[src/rtl/id_ex_issue.sv]
// ID/EX decode-and-issue register for the five-stage MIPS pipeline.
// Ports: clk/reset, D-stage instr/pc/rs/rt in, hold/flush, E-stage bundle out.
module id_ex_issue #(
  parameter logic [31:0] RESET_PC = 32'h00003000
) (
  input  logic        clk,
  input  logic        reset,
  input  logic [31:0] D_Instr,
  input  logic [31:0] D_PC,
  input  logic [31:0] D_RS_Data,
  input  logic [31:0] D_RT_Data,
  input  logic        hold,
  input  logic        flush,
  output logic [31:0] E_Instr,
  output logic [31:0] E_PC,
  output logic [31:0] E_A,
  output logic [31:0] E_B,
  output logic [2:0]  E_ALUOp,
  output logic [31:0] E_RT_Data,
  output logic [4:0]  E_A3,
  output logic        E_RegWrite,
  output logic        E_MemWrite,
  output logic        E_MemToReg,
  output logic        E_Valid
);

  localparam logic [2:0] ALU_AND = 3'b000;
  localparam logic [2:0] ALU_OR  = 3'b001;
  localparam logic [2:0] ALU_ADD = 3'b010;
  localparam logic [2:0] ALU_SUB = 3'b011;

  localparam logic [5:0] OP_RTYPE = 6'b000000;
  localparam logic [5:0] OP_JAL   = 6'b000011;
  localparam logic [5:0] OP_ORI   = 6'b001101;
  localparam logic [5:0] OP_LUI   = 6'b001111;
  localparam logic [5:0] OP_LW    = 6'b100011;
  localparam logic [5:0] OP_SW    = 6'b101011;

  localparam logic [5:0] FN_ADDU = 6'b100001;
  localparam logic [5:0] FN_SUBU = 6'b100011;
  localparam logic [5:0] FN_AND  = 6'b100100;
  localparam logic [5:0] FN_OR   = 6'b100101;

  typedef struct packed {
    logic [31:0] instr;
    logic [31:0] pc;
    logic [31:0] a;
    logic [31:0] b;
    logic [2:0]  alu_op;
    logic [31:0] rt_data;
    logic [4:0]  a3;
    logic        reg_write;
    logic        mem_write;
    logic        mem_to_reg;
    logic        valid;
  } id_ex_t;

  // Bubble: no writes, ALU op AND, PC parked at the reset vector.
  localparam id_ex_t BUBBLE = id_ex_t'({32'h0, RESET_PC, 108'h0});

  logic [5:0]  op;
  logic [5:0]  funct;
  logic [4:0]  rt_f;
  logic [4:0]  rd_f;
  logic [15:0] imm;
  logic [31:0] imm_zext;
  logic [31:0] imm_sext;
  logic [31:0] imm_lui;

  assign op       = D_Instr[31:26];
  assign funct    = D_Instr[5:0];
  assign rt_f     = D_Instr[20:16];
  assign rd_f     = D_Instr[15:11];
  assign imm      = D_Instr[15:0];
  assign imm_zext = {16'h0, imm};
  assign imm_sext = {{16{imm[15]}}, imm};
  assign imm_lui  = {imm, 16'h0};

  logic is_r;
  logic is_addu;
  logic is_subu;
  logic is_and;
  logic is_or;
  logic is_ori;
  logic is_lui;
  logic is_lw;
  logic is_sw;
  logic is_jal;

  assign is_r    = (op == OP_RTYPE);
  assign is_addu = is_r && (funct == FN_ADDU);
  assign is_subu = is_r && (funct == FN_SUBU);
  assign is_and  = is_r && (funct == FN_AND);
  assign is_or   = is_r && (funct == FN_OR);
  assign is_ori  = (op == OP_ORI);
  assign is_lui  = (op == OP_LUI);
  assign is_lw   = (op == OP_LW);
  assign is_sw   = (op == OP_SW);
  assign is_jal  = (op == OP_JAL);

  logic [2:0]  dec_op;
  logic [31:0] dec_a;
  logic [31:0] dec_b;
  logic [4:0]  dec_a3;
  logic        dec_rw;
  logic        dec_mw;
  logic        dec_m2r;

  always_comb begin
    dec_op  = ALU_AND;
    dec_a   = 32'h0;
    dec_b   = 32'h0;
    dec_a3  = 5'd0;
    dec_rw  = 1'b0;
    dec_mw  = 1'b0;
    dec_m2r = 1'b0;
    unique case (1'b1)
      is_addu: begin
        dec_op = ALU_ADD;
        dec_a  = D_RS_Data;
        dec_b  = D_RT_Data;
        dec_a3 = rd_f;
        dec_rw = 1'b1;
      end
      is_subu: begin
        dec_op = ALU_SUB;
        dec_a  = D_RS_Data;
        dec_b  = D_RT_Data;
        dec_a3 = rd_f;
        dec_rw = 1'b1;
      end
      is_and: begin
        dec_op = ALU_AND;
        dec_a  = D_RS_Data;
        dec_b  = D_RT_Data;
        dec_a3 = rd_f;
        dec_rw = 1'b1;
      end
      is_or: begin
        dec_op = ALU_OR;
        dec_a  = D_RS_Data;
        dec_b  = D_RT_Data;
        dec_a3 = rd_f;
        dec_rw = 1'b1;
      end
      is_ori: begin
        dec_op = ALU_OR;
        dec_a  = D_RS_Data;
        dec_b  = imm_zext;
        dec_a3 = rt_f;
        dec_rw = 1'b1;
      end
      is_lui: begin
        dec_op = ALU_OR;
        dec_b  = imm_lui;
        dec_a3 = rt_f;
        dec_rw = 1'b1;
      end
      is_lw: begin
        dec_op  = ALU_ADD;
        dec_a   = D_RS_Data;
        dec_b   = imm_sext;
        dec_a3  = rt_f;
        dec_rw  = 1'b1;
        dec_m2r = 1'b1;
      end
      is_sw: begin
        dec_op = ALU_ADD;
        dec_a  = D_RS_Data;
        dec_b  = imm_sext;
        dec_mw = 1'b1;
      end
      is_jal: begin
        // Link address PC+8 is formed by the EX adder.
        dec_op = ALU_ADD;
        dec_a  = D_PC;
        dec_b  = 32'd8;
        dec_a3 = 5'd31;
        dec_rw = 1'b1;
      end
      default: ;
    endcase
  end

  id_ex_t load;
  logic   load_rw;

  // Writes to $0 are dropped, and A3 reads 0 whenever nothing is written.
  assign load_rw = dec_rw && (dec_a3 != 5'd0);

  always_comb begin
    load            = BUBBLE;
    load.instr      = D_Instr;
    load.pc         = D_PC;
    load.a          = dec_a;
    load.b          = dec_b;
    load.alu_op     = dec_op;
    load.rt_data    = D_RT_Data;
    load.a3         = load_rw ? dec_a3 : 5'd0;
    load.reg_write  = load_rw;
    load.mem_write  = dec_mw;
    load.mem_to_reg = dec_m2r;
    load.valid      = 1'b1;
  end

  id_ex_t e_d;
  id_ex_t e_q;

  // hold wins over flush; flush wins over a normal load.
  always_comb begin
    e_d = e_q;
    if (!hold) begin
      e_d = flush ? BUBBLE : load;
    end
  end

  always_ff @(posedge clk or posedge reset) begin
    if (reset) begin
      e_q <= BUBBLE;
    end else begin
      e_q <= e_d;
    end
  end

  assign E_Instr    = e_q.instr;
  assign E_PC       = e_q.pc;
  assign E_A        = e_q.a;
  assign E_B        = e_q.b;
  assign E_ALUOp    = e_q.alu_op;
  assign E_RT_Data  = e_q.rt_data;
  assign E_A3       = e_q.a3;
  assign E_RegWrite = e_q.reg_write;
  assign E_MemWrite = e_q.mem_write;
  assign E_MemToReg = e_q.mem_to_reg;
  assign E_Valid    = e_q.valid;

endmodule

[config.mk]
export PLATFORM = sky130hd
export DESIGN_NAME = id_ex_issue
export DESIGN_NICKNAME = d
export VERILOG_FILES = /design/src/rtl/id_ex_issue.sv
export SDC_FILE = /design/constraint.sdc
export NUM_CORES = 1
export LEC_CHECK = 0
export ABC_AREA = 0
export BUFFER_PORTS_ARGS = -buffer_cell sky130_fd_sc_hd__buf_2
export CORE_AREA = 2 2 115 162
export DETAILED_ROUTE_END_ITERATION = 7
export DIE_AREA = 0 0 117 164
export GPL_TIMING_DRIVEN = 0
export MAX_ROUTING_LAYER = met4
export PLACE_DENSITY = 0.78
export SYNTH_ARGS = -nofsm -noshare
export SYNTH_HDL_FRONTEND = slang
export SYNTH_SLANG_ARGS = --single-unit
export TNS_END_PERCENT = 100
[constraint.sdc]
create_clock -name clk -period 12.85 [get_ports clk]
set_input_delay 2.57 -clock clk [delete_from_list [all_inputs] [get_ports clk]]
set_output_delay 2.57 -clock clk [all_outputs]
set_load 0.02 [all_outputs]
# After elaboration in Yosys (flattened, before gate mapping)
# Cells that the tools add are included.
[word_totals] out_inout_bits=172 elab_cells=43 input_bits=132 ff_bits=172
[op_classes] muxes=9 reduce_logical=14 eq_ne=9
[ops] cell="172-bit two-way mux" n=1
[ops] cell="32-bit case mux with 5 select lines" n=1
[ops] cell="32-bit case mux with 2 select lines" n=1
[ops] cell="6-bit == test, second input constant" n=6
[ops] cell="5-bit case mux with 3 select lines" n=1
[ops] cell="6-bit by 4-bit == test with 1-bit output, second input constant" n=2
[ops] cell="4-bit OR reduction" n=2
[ops] cell="8-bit OR reduction" n=1
[ops] cell="7-bit OR reduction" n=1
[ops] cell="6-bit by 2-bit == test with 1-bit output, second input constant" n=1
[ops] cell="6-bit zero test" n=1
[ops] cell="2-bit case mux with 3 select lines" n=1
[ops] cell="3-bit OR reduction" n=2
[ops] cell="1-bit logical AND" n=5
[ops] cell="5-bit two-way mux" n=1
[ops] cell="5-bit nonzero test" n=1
[ops] cell="1-bit two-way mux" n=3
[ops] cell="2-bit OR reduction" n=1

# Depth between registers and ports, before layout
[depth] depth_word=8 ltp_mapped=8

# Least setup slack after synthesis
# Ideal clock, no wire load.
[synth_path] path_type="input-to-reg" startpoint="in D_Instr[27]" endpoint="reg e_q (netlist bit E_B[1])" path_stages=6 arrival_time_ns=4.122 path_slack_ns=8.633 path_cell_list="buf_2 or4_4 a2111oi_4 a31oi_1 buf_2 o31ai_1"
[synth_between] elab_chain_len=5
[synth_rtl] item="start: declaration" line_no="8" source="input logic [31:0] D_Instr,"
[synth_rtl] item="6-bit zero test" line_no="90" source="assign is_r = (op == OP_RTYPE);"
[synth_rtl] item="1-bit logical AND (on tied branches)"
[synth_rtl] item="4-bit OR reduction (no line)"
[synth_rtl] item="32-bit case mux with 5 select lines *" line_no="117" source="unique case (1'b1)"
[synth_rtl] item="172-bit two-way mux *" line_no="213" source="e_d = flush ? BUBBLE : load;"
[synth_rtl] item="end signal: assignment" line_no="219" source="e_q <= BUBBLE;"
[synth_rtl] item="end signal: assignment" line_no="221" source="e_q <= e_d;"
[synth_rtl] item="end: declaration" line_no="207" source="id_ex_t e_q;"
# Mark *: on every way between the ends. The rest lies on a longest branch, timed or not.
# A chain may end at the register's enable or synchronous reset.

==> results.md <==
- Max_cap viols: 0
- Gpl congestion: 0.840
- Compound-cell area share of the yosys netlist: 29.0%
- Count of final setup violators: 0
- Minimum clock period after layout: 4.51 ns
- Max stage delay on crit path: 0.72 ns
- Run status: finished, final reports clean
- NumNets Final: 1,020
- Total number of vias: 6,269
- Die footprint: 19,200 um2
- First-pass GRT wire length: 35,900 um
- Synth Area per Inst: 12.2 um2
- TritonCTS clock tree: built
- Die height: 164 um
- Register share of total power: 45.4%
- Final Cycle Share: 35.1%
- CTS Buf Count: 17
- Clk slew on worst S/H paths: 0.07 ns
- Clk network pwr share: 41.7%
- Slew margin rel.: 24.0%
- Share of the synthesized area in the top cell type: 60.8%
- Gate Count Post-Synth: 569
- Post-cts repair resize count: 0
- Post-synth EDFFs: 0
- Slew Limit Fails: 0
- Pin count of the biggest net entering global routing: 127
- 1st-pass router iterations: 5
- Htree depth: 4
- Register Area: 4280 um2
- CP top delay family: simple AND/OR/NAND/NOR gates
- Placement row count: 58
- Sequential area share after synthesis: 61.5%
- Comb power frac: 12.9%
- Post-layout util: 52.9%
- Grt total ovfl: 0
- Critical-path top delay cell: nor3_1
- Post-route cell area: 9410 um2
- Area Overhead vs Synth: 35.1%
- Yosys top cell by area: dfrtp_1
- FILL cells: 1,644
- Leakage dissipation: 5.12 nW
- Clock Sinks: 171
- CP startpoint: hold
- Initial DRC Count: 493
- Switch Pwr: 0.346 mW
- Drt wl/cell: 21.1 um
- Net count after synthesis: 701
- Antenna violations before repair: 3
- GRT Total Usage: 25.8%
- Power consumption: 1.27 mW
- Post-Syn Area: 6960 um2
- WP buf/inv: 3
- Most frequent cell after synthesis: dfrtp_1
- Max Clk Rate: 222 MHz
- Top post-synthesis cells by area: dfrtp_1 61%, a22o_1 15%, a21o_1 3.6%
- Synth Area in Simple Gates: 5.77%
- Switching Fraction: 27.2%
- Worst hold path class: reg -> reg
- Most common cell on crit path: clkbuf_1
- Final Hold Fails: 0
- DP Cell Count: 1,109
- RSZ-0062 raised after global routing: no
- Max FO, Critical Path: 10
- Core Region: 17,800 um2
- Total Wirelength: 24,100 um
- RR Startpoint: E_A[15]
- Hold Buf Count CTS: 0
- XOR/XNOR Fraction of Synth Area: 0.126%
- Fin Clk Skew: 0 ns
- Post CTS Setup Buffer Count: 0
- Root buf cell: clkbuf_16
- Worst Path Arrival: 4.88 ns
- Ordered cell list for the critical path: clkbuf_1, or2_2, clkbuf_1, nor3_1, clkbuf_1, a22o_1, a21o_1
- Clock Tree Buf Depth: 2
- Buffers on Ports: 299
- Area after DPL: 8790 um2
- Synth unique cells: 37
- DRC Markers: 0
- Maximum vdd ir drop: 0.0761 mV
- Min-delay src: E_B[9]
- Adder-cell area share of the yosys netlist: 0%
- Detailed placer's ending HPWL: 17,900 um
- Vias in the first global route: 6,298
- CP Capture Type: flip-flop
- Clock latency on the worst-skew pair: 0.42 ns
- Int Pwr: 0.928 mW
- Detail Route Antenna Nets: 0
- Main synth FF type: dfrtp_1
- Proportion of synthesized area in mux cells: 0%
- Yosys warning total: 0
- Layout cells sized above 1: 39.2%
- Area occupied by multi-input gates: 2430 um2
- Largest family of logic cells by synthesized area: compound AO/OA/AOI/OAI gates
- Pwr dens: 136 nW/um2
- Die Width: 117 um
- Via density: 5.48
- Starting Density: 39.1%
- IO Pins: 304
- Fraction of registers with async set/reset: 100%
- Startpoint types: input pin
- Synth cell count leaders: 169 x dfrtp_1, 122 x a22o_1, 50 x nand2_1
- Final TNS setup: 0 ns
- CP Data Required Time: 13.22 ns
- Crit Path Category: in -> reg
- Final std cells w/o fill: 1,145
- Seq cells post-synth: 171
- Worst Tran Pin Value: 1.14 ns
[cell type report]
| type | instances | area share [%] |
|---|---|---|
| Tap cell | 240 | 3.19 |
| Buffer | 53 | 2.49 |
| Sequential cell | 171 | 45.5 |
| Clock inverter | 11 | 1.42 |
| Clock buffer | 21 | 5.00 |
| Timing Repair Buffer | 300 | 16.2 |
| Antenna cell | 4 | 0.106 |
| Multi-Input combinational cell | 341 | 25.8 |
| Inverter | 4 | 0.239 |
[power by group through the flow]
stage,Clock (mW),Sequential (mW),Combinational (mW)
floorplan,0,0.621,0.0532
global placement,0,0.588,0.163
detailed placement,0,0.588,0.167
CTS,0.540,0.579,0.167
global route,0.563,0.582,0.178
finish,0.531,0.579,0.165
[sequential cells by signal, summed over array words and instances (netlist names)]
register and flops:
E_ALUOp 2, E_B 32, E_A 32, E_Valid 1
E_MemToReg 1, E_Instr 32, E_RegWrite 1, E_A3 5
E_MemWrite 1, E_RT_Data 32, E_PC 32
[worst reg2reg max path, delay by kind of cell, from the launching register on]
family,cells,cell delay [ns]
AOI/OAI and AO/OA,2,0.39
DFF,1,0.42
[worst paths after layout]
check                               end  slack (ns)  cells past startpoint
min in group asynchronous       E_A[19]        2.13                      2
worst min-delay path             E_B[9]        0.48                      2
worst max register to register  E_A[15]       11.95                      2
worst min register to register   E_B[9]        0.48                      2
worst max-delay path             E_A[1]        8.34                      7
max in group asynchronous       E_PC[6]        9.76                      3
[layer usage]
metal,global-route usage [%],vias to the layer above,wire length [um]
met5,-,-,0
met1,31.4,3137,9840
li1,-,2809,-
met4,9.73,0,622
met2,42.2,288,12200
met3,5.39,35,1470
[kinds of logic after synthesis]
group	after synthesis
XOR/XNOR	1
AND/OR/NAND/NOR	84
AO/OA/AOI/OAI	255
other	1
flip-flops	171
buffers and inverters	57
[cells in the final DEF, fill, tap and decap left out, types with 2 or more instances in the layout]
master      netlist  routed
a21o_1           33      33
a21oi_1           6       6
a221oi_1         20      20
a22o_1          122     122
a22oi_1          16      16
a31oi_1           2       2
a32oi_1           2       2
buf_2             7     306
buf_4             3       3
buf_6             2       2
bufinv_16         0       2
clkbuf_1         41      42
clkbuf_16         0      17
clkbuf_8          0       3
clkinv_4          0       2
clkinvlp_4        0       3
dfrtp_1         169     169
dfstp_2           2       2
diode_2           0       4
inv_1             4       3
inv_6             0       2
inv_8             0       2
nand2_1          50      50
nand2b_1          6       6
nand3b_1          2       2
nand4bb_1         2       2
nor2_1            8       8
nor3_1            4       4
o21ai_0          33      33
o31ai_1          16      16
or2_2             3       3
or3b_2            2       2
or4_1             2       2
[metrics by stage]
step / hold slack [ns] / worst slack, ns
after floorplan: 0.519 / 5.65
after global placement: 0.458 / 3.61
after detailed placement: 0.466 / 7.83
after CTS: 0.483 / 8.27
after global routing: 0.506 / 8.17
final: 0.482 / 8.34
Note: power is estimated with default switching activity, not from simulation.
